[src/rtl/ct_hpcp_pkg.sv]
// Shared constants for the HPCP counter-overflow status bank:
// interrupt FSM state encoding, clear-mode selectors and channel limits.
package ct_hpcp_pkg;

  localparam int CNTOF_NUM_CNT_MAX = 64;

  localparam int CNTOF_CLR_DIRECT = 0;
  localparam int CNTOF_CLR_W1C    = 1;

  typedef enum logic [1:0] {
    CNTOF_IDLE = 2'b00,
    CNTOF_REQ  = 2'b01,
    CNTOF_WAIT = 2'b10
  } cntof_irq_state_e;

endpackage

[src/rtl/ct_hpcp_cntof_bit.sv]
// One sticky overflow status bit.
// CLR_MODE selects direct write or write-1-to-clear. In both modes an
// overflow pulse in the same cycle as a write always wins.
module ct_hpcp_cntof_bit
  import ct_hpcp_pkg::*;
#(
  parameter int CLR_MODE = CNTOF_CLR_DIRECT
) (
  input  logic hpcp_clk,
  input  logic cpurst,
  input  logic wr_en,
  input  logic wdata,
  input  logic overflow,
  output logic cntof
);

  logic cntof_nxt;

  // Next-state value of the sticky bit.
  always_comb begin
    cntof_nxt = cntof | overflow;
    if (wr_en) begin
      if (CLR_MODE == CNTOF_CLR_W1C)
        cntof_nxt = (cntof & ~wdata) | overflow;
      else
        cntof_nxt = wdata | overflow;
    end
  end

  // Status register; reset overrides any write or overflow.
  always_ff @(posedge hpcp_clk) begin
    if (cpurst)
      cntof <= 1'b0;
    else
      cntof <= cntof_nxt;
  end

endmodule

[src/rtl/ct_hpcp_cntof_bank.sv]
// HPCP counter-overflow status bank with optional interrupt handshake.
// Optional feature macro: CT_HPCP_CNTOF_IRQ_EN builds the request/ack FSM;
// without it cntof_irq_req is tied low and irq_ack is ignored.
//
// state      | meaning
// -----------+-------------------------------------------------------
// CNTOF_IDLE | no request outstanding, waiting for an enabled bit
// CNTOF_REQ  | cntof_irq_req asserted, waiting for irq_ack
// CNTOF_WAIT | acknowledged; hold off until all enabled bits clear
module ct_hpcp_cntof_bank
  import ct_hpcp_pkg::*;
#(
  parameter int NUM_CNT  = 32,
  parameter int CLR_MODE = CNTOF_CLR_DIRECT
) (
  input  logic               hpcp_clk,
  input  logic               cpurst,
  input  logic               cntof_wen,
  input  logic               l2cnt_cmplt_ff,
  input  logic [NUM_CNT-1:0] hpcp_wdata,
  input  logic [NUM_CNT-1:0] counter_overflow,
  input  logic [NUM_CNT-1:0] cntof_inten,
  input  logic               irq_ack,
  output logic [NUM_CNT-1:0] cntof,
  output logic               cntof_any,
  output logic               cntof_irq_req
);

  logic wr_en;

  // A write lands only when the strobe is qualified.
  assign wr_en = cntof_wen & l2cnt_cmplt_ff;

  genvar gi;
  generate
    for (gi = 0; gi < NUM_CNT; gi++) begin : g_bit
      ct_hpcp_cntof_bit #(
        .CLR_MODE (CLR_MODE)
      ) u_bit (
        .hpcp_clk (hpcp_clk),
        .cpurst   (cpurst),
        .wr_en    (wr_en),
        .wdata    (hpcp_wdata[gi]),
        .overflow (counter_overflow[gi]),
        .cntof    (cntof[gi])
      );
    end
  endgenerate

  // Pending is live: an inten change is seen the same cycle.
  assign cntof_any = |(cntof & cntof_inten);

`ifdef CT_HPCP_CNTOF_IRQ_EN

  cntof_irq_state_e state;
  cntof_irq_state_e state_nxt;

  // State register.
  always_ff @(posedge hpcp_clk) begin
    if (cpurst)
      state <= CNTOF_IDLE;
    else
      state <= state_nxt;
  end

  // Next-state decode; irq_ack matters only while a request is up.
  always_comb begin
    state_nxt = state;
    case (state)
      CNTOF_IDLE: if (cntof_any) state_nxt = CNTOF_REQ;
      CNTOF_REQ: begin
        if (!cntof_any)   state_nxt = CNTOF_IDLE;
        else if (irq_ack) state_nxt = CNTOF_WAIT;
      end
      CNTOF_WAIT: if (!cntof_any) state_nxt = CNTOF_IDLE;
      default:    state_nxt = CNTOF_IDLE;
    endcase
  end

  // Request is a pure decode of the state register, so it is glitch-free.
  always_comb begin
    cntof_irq_req = (state == CNTOF_REQ);
  end

`else

  logic irq_ack_unused;

  assign irq_ack_unused = irq_ack;
  assign cntof_irq_req  = 1'b0;

`endif

endmodule

[config.mk]
export PLATFORM = sky130hd
export DESIGN_NAME = ct_hpcp_cntof_bank
export DESIGN_NICKNAME = d
export VERILOG_FILES = /design/src/rtl/ct_hpcp_pkg.sv /design/src/rtl/ct_hpcp_cntof_bit.sv /design/src/rtl/ct_hpcp_cntof_bank.sv
export SDC_FILE = /design/constraint.sdc
export NUM_CORES = 1
export LEC_CHECK = 0
export CAP_MARGIN = 15
export CORE_AREA = 2 2 75 77
export CTS_CLUSTER_SIZE = 16
export DETAILED_ROUTE_END_ITERATION = 7
export DIE_AREA = 0 0 77 79
export GPL_ROUTABILITY_DRIVEN = 0
export PLACE_DENSITY = 0.81
export SETUP_SLACK_MARGIN = 0.5
export SLEW_MARGIN = 15
export SYNTH_ARGS = -nofsm -noshare
export SYNTH_HDL_FRONTEND = slang
export SYNTH_SLANG_ARGS = --single-unit
[constraint.sdc]
create_clock -name hpcp_clk -period 1.93 [get_ports hpcp_clk]
set_input_delay 0.4825 -clock hpcp_clk [delete_from_list [all_inputs] [get_ports hpcp_clk]]
set_output_delay 0.4825 -clock hpcp_clk [all_outputs]
set_load 0.005 [all_outputs]
==> results_dict.tcl <==
set metrics [dict create \
    ys_warn_count 0 \
    hold_class "reg -> reg" \
    clk_pin_slew_ps 60 \
    design_area_um2 3160 \
    die_h_um 79 \
    ctsHoldBuffers 0 \
    largest_reg_flops 32 \
    clk_latency_ps 270 \
    fin_hold_ws_ps 587 \
    initial_core_util_pct 31.2 \
    grt_usage_pct 20.7 \
    die-area_um2 6080 \
    dpl.hpwl_mm 4.79 \
    synth_fp_nets 297 \
    grt_max_degree 33 \
    rows 27 \
    worstPathArrival_ps 1580 \
    final-hold-violation-count 0 \
    critPathMaxFanout 1 \
    crit_path_start_kind "input port" \
    crit_type "in -> out" \
    p_total_mw 1.81 \
    status "finished with violations" \
    finalWorstSetupSlack_ps -129 \
    power_density_nw_per_um2 574 \
    via_per_inst 4.79 \
    dp.cells 394 \
    postSynthCellCount 196 \
    period_share_pct 107 \
    numCtsBuffers 5 \
    cts.sinks 32 \
    grt_pass1_vias 2064 \
    regArea_um2 681 \
    maxCapViolCount 0 \
    timing.final.crit_period_ps 2060 \
    layoutNonFillerInstCount 407 \
    first_pass_iters 4 \
    crit_required_ps 1450 \
    antenna_found_initial 0 \
    drt_iter0_markers 55 \
    ir_worst_vdd_v 0.000248 \
    die-width_um 77 \
    io_pins 135 \
    drive_gt1_share_pct 42.7 \
    synth_area_leaders "dfxtp_1 38%, buf_4 15%, a211oi_1 14%, and3_1 12%, nor2_1 7.2%" \
    core_um2 5340 \
    fin_worst_skew_ps 0 \
    ys_seq_elements 32 \
    max_freq_mhz 486 \
    cts_buffer_depth 2 \
    n_antenna_cell 0 \
    avgSynthCellArea_um2 8.50 \
    grt_pass1_wl_mm 9.85 \
    yosysTopAreaCell "dfxtp_1" \
    reg.largest.list "g_bit.u_bit.cntof: 32 flops" \
    cp-end-kind "primary output" \
    multi_input_area_um2 796 \
    cts_root_buffer "clkbuf_8" \
    yosysSeqAreaShare_pct 38.5 \
    syn2layout_area_growth_pct 89.9 \
    cts_tree "yes" \
    leakagePower_nw 1.45 \
    nFillCells 511 \
    drc_errors 0 \
    io_buffers 132 \
    synth_top_area_share_pct 38.5 \
    final_max_slew_viol_count 0 \
    violations "setup timing" \
    largest-register "g_bit.u_bit.cntof" \
    htreeDepth 2 \
    wirelength_mm 6.23 \
    ant_nets 0 \
    gr-total-overflow 0 \
    syn_area_um2 1670 \
    ys_types 13 \
    rsz0062_at_grt "yes" \
    setup_viol 1 \
    fin_nets 435 \
    wl_per_cell_um 15.3 \
    via_count 1950 \
    place_area_um2 3120 \
]
==> cell usage in the layout, fill, tap and decap left out, types with 13 or more instances in the layout <==
| cell | n |
|---|---|
| clkdlybuf4s50_1 | 65 |
| and3_1 | 32 |
| nor2_1 | 32 |
| dfxtp_2 | 32 |
| buf_4 | 31 |
| a211oi_1 | 30 |
| buf_2 | 22 |
| clkbuf_2 | 18 |
| buf_6 | 16 |
| clkdlybuf4s15_1 | 15 |
| a22oi_2 | 13 |
==> layout make-up <==
class	instances	area share, %
repair buffers	176	47.5
well taps	72	2.85
clock inverters	2	0.316
clock buffers	6	2.61
multi-input cells	119	25.2
flip-flops and latches	32	21.5
==> cells in the mapped netlist <==
master    count
a211oi_1     32
a22oi_1      14
a22oi_2       2
and3_1       32
buf_2         1
buf_4        33
clkbuf_1     11
conb_1        1
dfxtp_1      32
nand2_1       1
nand4_1       4
nor2_1       32
or4_1         1
==> path summary, 6_finish.rpt <==
check,to,slack [ps],start,depth (start not counted)
worst max-delay path,cntof_any,-130,cntof_inten[15],5
worst min-delay path,g_bit[2].u_bit.cntof,590,g_bit[2].u_bit.cntof,3
worst max register to register,g_bit[3].u_bit.cntof,890,g_bit[3].u_bit.cntof,5
worst min register to register,g_bit[2].u_bit.cntof,590,g_bit[2].u_bit.cntof,3
==> what timing repair did <==
| action | in CTS | in global routing |
|---|---|---|
| endpoints found under the setup margin | 65 | 23 |
| setup buffers | 2 | 3 |
| gates resized for setup | 214 | 27 |
| pin swaps | 20 | 1 |
==> logic make-up (layout without fill, tap and decap cells) <==
kind of cell           Yosys count  in the layout  share of synthesized area, %
buffers and inverters           45            184                          17.7
and+or+nand+nor                 70             70                          21.4
AOI/OAI and AO/OA               48             48                          22.2
other                            1              1                         0.225
DFF                             32             32                          38.5
==> per-stage QoR <==
stage	TNS, ps	utilization (%)	setup WS [ps]
after detailed placement	-828	58.5	-828
final	-129	59.3	-129
after floorplan	0	-	216
after global placement	-799	58.5	-799
after CTS	-133	60.1	-133
after global routing	-201	59.3	-201
==> critical path: stages <==
cell and delay, ps:
clkdlybuf4s15_1 190, a22oi_2 220, nand4_1 130, or4_1 400
buf_2 150
==> layer usage <==
layer / track usage, % / up-vias / share of wire [%]
met3: 6.70 / 9 / 8.1
met5: 0 / - / 0
li1: - / 959 / -
met4: 5.00 / 0 / 1.2
met2: 39.4 / 95 / 51
met1: 22.3 / 887 / 40
==> power breakdown <==
group,internal [mW],switching [mW]
Combinational,0.351,0.183
Clock,0.284,0.236
Sequential,0.724,0.0370
Total,1.36,0.456
(Power assumes the default switching activity.)
